`config.mk`:
```
export PLATFORM = sky130hd
export DESIGN_NAME = bus_fabric_flat
export DESIGN_NICKNAME = d
export VERILOG_FILES = /design/src/rtl/bus_fabric_if.sv /design/src/rtl/bus_fabric.sv /design/src/flat_wrapper.sv
export SDC_FILE = /design/constraint.sdc
export NUM_CORES = 1
export LEC_CHECK = 0
export ABC_CLOCK_PERIOD_IN_PS = 2200
export CELL_PAD_IN_SITES_DETAIL_PLACEMENT = 0
export CELL_PAD_IN_SITES_GLOBAL_PLACEMENT = 1
export CORE_MARGIN = 2
export CORE_UTILIZATION = 27
export CTS_BUF_LIST = sky130_fd_sc_hd__clkbuf_8
export CTS_CLUSTER_DIAMETER = 100
export CTS_CLUSTER_SIZE = 8
export DETAILED_ROUTE_END_ITERATION = 7
export PLACE_DENSITY_LB_ADDON = 0.1
export SLEW_MARGIN = 20
export SYNTH_ARGS = -nofsm -noshare
export SYNTH_HDL_FRONTEND = slang
export SYNTH_SLANG_ARGS = --single-unit
```
`constraint.sdc`:
```
create_clock -name clk -period 2.2 [get_ports clk]
set_input_delay 0.44 -clock clk [delete_from_list [all_inputs] [get_ports clk]]
set_output_delay 0.44 -clock clk [all_outputs]
set_load 0.05 [all_outputs]
```
`src/rtl/bus_fabric_if.sv`:
```
// Host and device signal bundle for the data-bus fabric.
// slave is the fabric's view; master is the host/device side.
interface bus_fabric_if #(
    parameter int NDEV = 4
);
    logic              r_en;
    logic [31:0]       r_addr;
    logic [31:0]       r_data;
    logic              r_valid;
    logic              w_en;
    logic [31:0]       w_addr;
    logic [31:0]       w_data;
    logic              busy;
    logic              err;
    logic              err_flag;
    logic [31:0]       err_addr;
    logic              err_clr;
    logic [NDEV-1:0]   dev_r_en;
    logic [NDEV-1:0]   dev_w_en;
    logic [31:0]       dev_addr;
    logic [31:0]       dev_w_data;
    logic [32*NDEV-1:0] dev_r_data;
    logic [NDEV-1:0]   dev_ack;

    modport slave (
        input  r_en, r_addr, w_en, w_addr, w_data, err_clr,
        input  dev_r_data, dev_ack,
        output r_data, r_valid, busy, err, err_flag, err_addr,
        output dev_r_en, dev_w_en, dev_addr, dev_w_data
    );

    modport master (
        output r_en, r_addr, w_en, w_addr, w_data, err_clr,
        output dev_r_data, dev_ack,
        input  r_data, r_valid, busy, err, err_flag, err_addr,
        input  dev_r_en, dev_w_en, dev_addr, dev_w_data
    );
endinterface

```
`src/rtl/bus_fabric.sv`:
```
// Data-bus interconnect: decodes host requests to NDEV windows,
// sequences one access at a time with ack/timeout and error capture.
module bus_fabric #(
    parameter int                 NDEV    = 4,
    parameter logic [32*NDEV-1:0] BASES   = {NDEV{32'h0}},
    parameter logic [5*NDEV-1:0]  WBITS   = {NDEV{5'd4}},
    parameter int                 TIMEOUT = 15
) (
    input logic        clk,
    input logic        rst,
    input logic        clk_enable,
    bus_fabric_if.slave bus
);
    localparam int IW = (NDEV > 1) ? $clog2(NDEV) : 1;
    localparam logic [7:0] TO_LAST = 8'(TIMEOUT - 1);

    typedef enum logic [1:0] {IDLE, ISSUE, WAIT, DONE} state_t;

    state_t          state;
    logic            op_wr;
    logic [31:0]     op_addr;
    logic            op_hit;
    logic [IW-1:0]   op_idx;
    logic            pend_v;
    logic [31:0]     pend_addr;
    logic            pend_hit;
    logic [IW-1:0]   pend_idx;
    logic [7:0]      cnt;

    logic [31:0]     req_addr;
    logic            req_hit;
    logic [IW-1:0]   req_idx;
    logic            rd_hit;
    logic [IW-1:0]   rd_idx;
    logic            sel_ack;
    logic [31:0]     sel_rdata;
    logic            fin;
    logic            fin_err;

    function automatic logic match(input logic [31:0] a, input int i);
        int w;
        w = int'(WBITS[5*i +: 5]);
        return (a >> w) == (BASES[32*i +: 32] >> w);
    endfunction

    function automatic logic [31:0] wmask(input logic [IW-1:0] i);
        int w;
        w = int'(WBITS[5*int'(i) +: 5]);
        return (32'h1 << w) - 32'h1;
    endfunction

    function automatic logic [NDEV-1:0] onehot(input logic [IW-1:0] i);
        logic [NDEV-1:0] v;
        v = '0;
        v[i] = 1'b1;
        return v;
    endfunction

    // Scan high to low so the lowest matching index wins on overlap.
    always_comb begin
        req_addr = bus.w_en ? bus.w_addr : bus.r_addr;
        req_hit  = 1'b0;
        req_idx  = '0;
        rd_hit   = 1'b0;
        rd_idx   = '0;
        for (int i = NDEV - 1; i >= 0; i--) begin
            if (match(req_addr, i)) begin
                req_hit = 1'b1;
                req_idx = IW'(i);
            end
            if (match(bus.r_addr, i)) begin
                rd_hit = 1'b1;
                rd_idx = IW'(i);
            end
        end
    end

    assign sel_ack   = op_hit && bus.dev_ack[op_idx];
    assign sel_rdata = bus.dev_r_data[32*int'(op_idx) +: 32];
    assign fin       = (state == ISSUE && (!op_hit || sel_ack)) ||
                       (state == WAIT && (sel_ack || cnt == TO_LAST));
    assign fin_err   = !sel_ack;

    always_ff @(posedge clk) begin
        if (rst) begin
            state          <= IDLE;
            op_wr          <= 1'b0;
            op_addr        <= '0;
            op_hit         <= 1'b0;
            op_idx         <= '0;
            pend_v         <= 1'b0;
            pend_addr      <= '0;
            pend_hit       <= 1'b0;
            pend_idx       <= '0;
            cnt            <= '0;
            bus.r_data     <= '0;
            bus.r_valid    <= 1'b0;
            bus.busy       <= 1'b0;
            bus.err        <= 1'b0;
            bus.err_flag   <= 1'b0;
            bus.err_addr   <= '0;
            bus.dev_r_en   <= '0;
            bus.dev_w_en   <= '0;
            bus.dev_addr   <= '0;
            bus.dev_w_data <= '0;
        end else begin
            bus.dev_r_en <= '0;
            bus.dev_w_en <= '0;
            bus.r_valid  <= 1'b0;
            bus.err      <= 1'b0;
            // A fault recorded below on the same edge overrides the clear.
            if (bus.err_clr) bus.err_flag <= 1'b0;
            if (clk_enable) begin
                unique case (state)
                    IDLE: begin
                        if (bus.w_en || bus.r_en) begin
                            op_wr     <= bus.w_en;
                            op_addr   <= req_addr;
                            op_hit    <= req_hit;
                            op_idx    <= req_idx;
                            bus.dev_addr <= req_hit ?
                                (req_addr & wmask(req_idx)) : '0;
                            if (bus.w_en) bus.dev_w_data <= bus.w_data;
                            if (req_hit && bus.w_en)
                                bus.dev_w_en <= onehot(req_idx);
                            if (req_hit && !bus.w_en)
                                bus.dev_r_en <= onehot(req_idx);
                            pend_v    <= bus.w_en && bus.r_en;
                            pend_addr <= bus.r_addr;
                            pend_hit  <= rd_hit;
                            pend_idx  <= rd_idx;
                            cnt       <= '0;
                            bus.busy  <= 1'b1;
                            state     <= ISSUE;
                        end
                    end
                    ISSUE, WAIT: begin
                        if (fin) begin
                            state       <= DONE;
                            bus.r_valid <= !op_wr;
                            bus.err     <= fin_err;
                            if (!op_wr)
                                bus.r_data <= fin_err ? '0 : sel_rdata;
                            if (fin_err) begin
                                bus.err_flag <= 1'b1;
                                bus.err_addr <= op_addr;
                            end
                        end else if (state == WAIT) begin
                            cnt <= cnt + 8'd1;
                        end else begin
                            state <= WAIT;
                        end
                    end
                    DONE: begin
                        if (pend_v) begin
                            pend_v  <= 1'b0;
                            op_wr   <= 1'b0;
                            op_addr <= pend_addr;
                            op_hit  <= pend_hit;
                            op_idx  <= pend_idx;
                            bus.dev_addr <= pend_hit ?
                                (pend_addr & wmask(pend_idx)) : '0;
                            if (pend_hit)
                                bus.dev_r_en <= onehot(pend_idx);
                            cnt     <= '0;
                            state   <= ISSUE;
                        end else begin
                            bus.busy <= 1'b0;
                            state    <= IDLE;
                        end
                    end
                endcase
            end
        end
    end
endmodule

```
`src/flat_wrapper.sv`:
```
// flat-port wrapper written by rule: the top's interface ports become plain ports
module bus_fabric_flat 
#(
    parameter int                 NDEV    = 4,
    parameter logic [32*NDEV-1:0] BASES   = {NDEV{32'h0}},
    parameter logic [5*NDEV-1:0]  WBITS   = {NDEV{5'd4}},
    parameter int                 TIMEOUT = 15
)
  (clk, rst, clk_enable, bus_r_en, bus_r_addr, bus_w_en, bus_w_addr, bus_w_data, bus_err_clr, bus_dev_r_data, bus_dev_ack, bus_r_data, bus_r_valid, bus_busy, bus_err, bus_err_flag, bus_err_addr, bus_dev_r_en, bus_dev_w_en, bus_dev_addr, bus_dev_w_data);
  bus_fabric_if #(.NDEV(NDEV)) bus_i ();
  input logic clk;
  input logic rst;
  input logic clk_enable;
  input wire logic [$bits(bus_i.r_en)-1:0] bus_r_en;
  input wire logic [$bits(bus_i.r_addr)-1:0] bus_r_addr;
  input wire logic [$bits(bus_i.w_en)-1:0] bus_w_en;
  input wire logic [$bits(bus_i.w_addr)-1:0] bus_w_addr;
  input wire logic [$bits(bus_i.w_data)-1:0] bus_w_data;
  input wire logic [$bits(bus_i.err_clr)-1:0] bus_err_clr;
  input wire logic [$bits(bus_i.dev_r_data)-1:0] bus_dev_r_data;
  input wire logic [$bits(bus_i.dev_ack)-1:0] bus_dev_ack;
  output wire logic [$bits(bus_i.r_data)-1:0] bus_r_data;
  output wire logic [$bits(bus_i.r_valid)-1:0] bus_r_valid;
  output wire logic [$bits(bus_i.busy)-1:0] bus_busy;
  output wire logic [$bits(bus_i.err)-1:0] bus_err;
  output wire logic [$bits(bus_i.err_flag)-1:0] bus_err_flag;
  output wire logic [$bits(bus_i.err_addr)-1:0] bus_err_addr;
  output wire logic [$bits(bus_i.dev_r_en)-1:0] bus_dev_r_en;
  output wire logic [$bits(bus_i.dev_w_en)-1:0] bus_dev_w_en;
  output wire logic [$bits(bus_i.dev_addr)-1:0] bus_dev_addr;
  output wire logic [$bits(bus_i.dev_w_data)-1:0] bus_dev_w_data;
  assign bus_i.r_en = bus_r_en;
  assign bus_i.r_addr = bus_r_addr;
  assign bus_i.w_en = bus_w_en;
  assign bus_i.w_addr = bus_w_addr;
  assign bus_i.w_data = bus_w_data;
  assign bus_i.err_clr = bus_err_clr;
  assign bus_i.dev_r_data = bus_dev_r_data;
  assign bus_i.dev_ack = bus_dev_ack;
  assign bus_r_data = bus_i.r_data;
  assign bus_r_valid = bus_i.r_valid;
  assign bus_busy = bus_i.busy;
  assign bus_err = bus_i.err;
  assign bus_err_flag = bus_i.err_flag;
  assign bus_err_addr = bus_i.err_addr;
  assign bus_dev_r_en = bus_i.dev_r_en;
  assign bus_dev_w_en = bus_i.dev_w_en;
  assign bus_dev_addr = bus_i.dev_addr;
  assign bus_dev_w_data = bus_i.dev_w_data;
  bus_fabric #(.NDEV(NDEV), .BASES(BASES), .WBITS(WBITS), .TIMEOUT(TIMEOUT)) u_core (.clk(clk), .rst(rst), .clk_enable(clk_enable), .bus(bus_i));
endmodule
```
## After elaboration in Yosys (flattened, before gate mapping)

Cells that the tools add are included.

- Mux-type cells: 49
- Bitwise operators: 7
- Equal/unequal tests: 10
- Divide/modulo/power cells: 0
- Shift-type cells: 1
- Order comparisons: 1
- Multipliers: 0
- Add/sub/neg operators: 1
- Reductions and logical operators: 31

Operators with widths:

| kind | count |
|---|---|
| 2-to-1 mux 32 bit | 6 |
| one-hot mux 32 bit (2 select lines) | 2 |
| indexed part select 128 x 8 -> 32 bit | 1 |
| zero test 32 bit | 2 |
| 2-to-1 mux 8 bit | 4 |
| one-hot mux 8 bit (3 select lines) | 1 |
| AND reduction 4 bit | 5 |
| 2-to-1 mux 1 bit | 19 |
| 2-to-1 mux 4 bit | 4 |
| 2-to-1 mux 2 bit | 5 |
| AND reduction 3 bit | 3 |
| adder 8 x 1 -> 8 bit (second input constant) | 1 |
| equality test 8 x 4 -> 1 bit (second input constant) | 1 |
| one-hot mux 1 bit (2 select lines) | 4 |
| one-hot mux 4 bit (2 select lines) | 1 |
| OR reduction 4 bit | 2 |
| NOT 1 bit | 7 |
| logical AND 1 bit | 6 |
| inequality test 2 x 1 -> 1 bit (second input constant) | 3 |
| one-hot mux 2 bit (3 select lines) | 1 |
| AND reduction 5 bit | 1 |
| equality test 2 bit (second input constant) | 2 |
| zero test 1 bit | 4 |
| logical OR 1 bit | 4 |
| 9 further kinds | 11 |

- Latch bits: 0
- Bits in read-only memories: 0
- RAM bits: 0
- Memories kept: 0
- Input bits: 234
- Output and inout port bits: 140
- Bits in registers: 220

## Logic depth before layout (Yosys ltp)

- Depth in word-level cells: 9
- Depth in mapped cells: 9

## Least setup slack after synthesis

Ideal clock, no wire load.

- Path type: register to register
- From: reg u_core.state[0]
- To: reg u_core.op_addr[2]
- Required time: 2.130 ns
- Slack: 0.149 ns
- Arrival: 1.981 ns
- Stages on the path, launching flop included: 10
- Path buffers: 3
- Cell sequence: dfxtp_1 -> inv_1 -> ha_1 -> clkbuf_1 -> nor2b_1 -> and3_1 -> buf_2 -> clkbuf_1 -> o21ai_0 -> a21oi_1

- Cells in the longest elaborated chain, start to end: 3

Ends and longest elaborated chain:

| element | line | text |
|---|---|---|
| start: declaration | bus_fabric.sv:19 | `state_t state;` |
| start signal: assignment | bus_fabric.sv:86 | `state <= IDLE;` |
| start signal: assignment | bus_fabric.sv:134 | `state <= ISSUE;` |
| start signal: assignment | bus_fabric.sv:139 | `state <= DONE;` |
| equality test 2 bit or zero test 2 bit (tied branches) | bus_fabric.sv:114 | `unique case (state)` |
| inequality test 2 x 1 -> 1 bit (no source line) or nonzero test 2 bit (tied branches) | - |  |
| AND reduction 4 bit (no source line) | - |  |
| end signal: assignment | bus_fabric.sv:118 | `op_addr <= req_addr;` |
| end signal: assignment | bus_fabric.sv:158 | `op_addr <= pend_addr;` |
| end: declaration | bus_fabric.sv:21 | `logic [31:0] op_addr;` |

Several ways; a longest one is shown, not always the timed one.
A chain may end at the register's enable or synchronous reset.

## Final worst setup path

- From: reg u_core.bus.dev_addr[2]
- To: out bus_dev_addr[2]

RTL lines:

| element | line | text |
|---|---|---|
| start: declaration | bus_fabric_if.sv:29 | `output dev_r_en, dev_w_en, dev_addr, dev_w_data` |
| start signal: assignment | bus_fabric.sv:121 | `bus.dev_addr <= req_hit ?` |
| start signal: assignment | bus_fabric.sv:161 | `bus.dev_addr <= pend_hit ?` |
| end: declaration | flat_wrapper.sv:30 | `output wire logic [$bits(bus_i.dev_addr)-1:0] bus_dev_addr;` |

No word-level cell between the ends.

==> summary.md <==
| Metric | Value |
|---|---|
| Pin count of the biggest net entering global routing | `69` |
| Core area | `28,900 um^2` |
| Number of antenna violations at the first check in global routing | `1` |
| CTS tree | `done` |
| Crit path DAT | `1.69 ns` |
| Syn Area/Cell | `7.78 um^2` |
| Max-cap violation count | `0` |
| Fin cells | `1,685` |
| Relative slew slack | `0.576` |
| DRT Wirelength | `around 27,000 um` |
| Pre-CTS setup slack | `-0.297 ns` |
| Asr flop ratio synth | `0` |
| P&R area growth vs syn | `45.5%` |
| Kind of end point of the critical path | `output pin` |
| Gate Count Post-Synth | `1,026` |
| Seq/Total Area, Yosys | `0.462` |
| Synth warn | `0` |
| Worst min-delay path category | `primary input to flop` |
| Mapped cell area | `~8000 um^2` |
| Synth Flop Type | `dfxtp_1` |
| Total number of vias | `7,554` |
| Via density | `4.48` |
| Grt total ovfl | `0` |
| # hold bufs at CTS | `0` |
| Remaining antenna violation count | `0` |
| GP Congestion | `0.770` |
| Post-synth cell types | `between 40 and 50` |
| Post-synth top cells | `nand2_1 (320), dfxtp_1 (184), a21oi_1 (143)` |
| Port Buf Inserts | `240` |
| Final Hold Viols | `0` |
| Diodes inserted | `0` |
| CP bufs+invs | `1` |
| Max-slew violations | `0` |
| Final worst slack | `0.0745 ns` |
| CP Cell Sequence | `clkdlybuf4s50_1` |
| Worst setup SP type | `flop` |
| Residual DRC count | `0` |
| Hold Worst Slack | `a little over 0.4 ns` |
| Global-route total usage across every layer | `0.170` |
| VDD IR max | `278 uV` |
| Critical path's slowest cell | `clkdlybuf4s50_1` |
| Pwr Total | `7.63 mW` |
| Worst Clk Skew | `0.0216 ns` |
| Worst Max-Slew Pin Slew | `about 0.63 ns` |
| Initial core utilization | `0.276` |
| Crit-path leading delay family | `buffers and inverters` |
| Yosys reg bits | `between 150 and 200` |
| Detailed-router iteration count before antenna repair | `6` |
| Placed cells | `1,650` |
| Minimum clock period after layout | `about 2.1 ns` |
| Share of the synthesized area in the top cell type | `0.462` |
| Crit path largest cell delay | `around 0.86 ns` |
| RSZ-0062 raised after global routing | `yes` |
| Pwr dens | `657 nW/um^2` |
| Root Driver | `clkbuf_8` |
| Total leakage power | `4.14 nW` |
| Top Ports | `374` |
| Fillers | `3,032` |
| Wire per inst | `about 16 um` |
| H-tree lvl count | `4` |
| Post-synth EDFFs | `0` |
| Max clock buf depth | `2` |
| Clock slew at reported path FFs | `0.12 ns` |
| Final Setup Violations | `0` |
| CTS sink cnt | `184` |
| Row count | `62` |
| Drt initial violations | `416` |
| Maximum fanout along the worst path | `2` |
| Die width | `176 um` |
| Setup CP Type | `flop to output pin` |
| Status | `finished clean` |
| Die H | `about 180 um` |
| First-pass GRT wire length | `41,100 um` |
| Fmax | `0.470 GHz` |
| DIE AREA | `30,900 um^2` |
| Final core occ | `0.401` |
| Layout cells sized above 1 | `0.101` |
| Nets | `1,530` |
| Vias in the first global route | `7,223` |
| Cell taking the most area after synthesis | `dfxtp_1` |
| DP HPWL | `18,900 um` |
| Worst skew pair latency | `0.48 ns` |
| Req. time, crit path | `between 1.5 and 2 ns` |
| Most numerous cell in the Yosys netlist | `nand2_1` |
| Most area-consuming cells after synthesis | `dfxtp_1 (46%), nand2_1 (15%), a21oi_1 (9.0%)` |
| TritonCTS Buffers | `17` |
| Fin crit share | `0.966` |
-- cell families after synthesis --
logic type,synth area share
AO/OA/AOI/OAI,0.155
AND/OR/NAND/NOR,0.249
multiplexers,0.0439
other,0.000470
adder cells (fa/ha/maj),0.0125
flip-flops,0.462
buffers and inverters,0.0776
-- repair_timing --
action,4_1_cts,5_1_grt
endpoints found under the setup margin,2,68
setup buffers,0,2
cloned,0,1
pin swaps,0,2
resized for setup,1,6
-- power breakdown --
group	leakage, nW	internal [mW]	switching (mW)	total, mW
Clock	0.207	0.895	1.53	2.42
Combinational	2.44	0.666	0.965	1.63
Sequential	1.49	3.49	0.0834	3.57
Total	4.14	5.05	2.58	7.63
-- routing by layer --
| metal | GRT usage | wire (um) |
|---|---|---|
| met5 | 0 | 16 |
| met1 | 0.235 | 13000 |
| met2 | 0.258 | 11900 |
| met3 | 0.0474 | 1560 |
| met4 | 0.0437 | 314 |
-- cells in the final DEF (no fill, tap or decap), drive strengths merged, types with 8 or more instances in the layout --
cell type	n
a21oi	143
nand3	13
mux2i	35
nor2	25
buf	83
nand3b	40
o21ai	78
conb	34
ha	8
dfxtp	184
clkinv	8
clkbuf	18
nor3	8
nand2	320
nor4	9
clkdlybuf4s50	236
inv	13
-- metrics by stage --
step                setup TNS, ns  area (um^2)
floorplan                       0         8100
global placement            -1.87        11100
detailed placement          -1.77        11100
CTS                             0        11600
global route              -0.0188        11600
finish                          0        11600
-- sequential cells by signal, indices dropped and copies added (netlist names), 2 cells and up --
signal,cells
u_core.bus.dev_w_data,32
u_core.bus.r_data,32
u_core.bus.err_addr,32
u_core.op_addr,32
u_core.pend_addr,32
u_core.cnt,8
u_core.bus.dev_addr,4
u_core.state,2
-- worst paths after layout --
path                                from                      to  slack, ns  cells after the start
setup / recovery  u_core.bus.dev_addr[2]         bus_dev_addr[2]       0.07                      1
hold / removal                       rst         u_core.state[1]       0.41                      2
setup reg to reg         u_core.state[0]  u_core.bus.err_addr[3]       0.13                      8
hold reg to reg             u_core.op_wr            u_core.op_wr       0.45                      2
-- final cells by class --
type / count / area [um^2] / share of cell area
clock buffer: 17 / 234 / 0.0202
sequential: 184 / 3680 / 0.317
multi-input combinational: 758 / 3830 / 0.330
inverter: 7 / 26.3 / 0.00226
clock inverter: 15 / 198 / 0.0170
tap: 384 / 480 / 0.0414
timing repair buffer: 320 / 3160 / 0.272
Note: power is estimated with default switching activity, not from simulation.
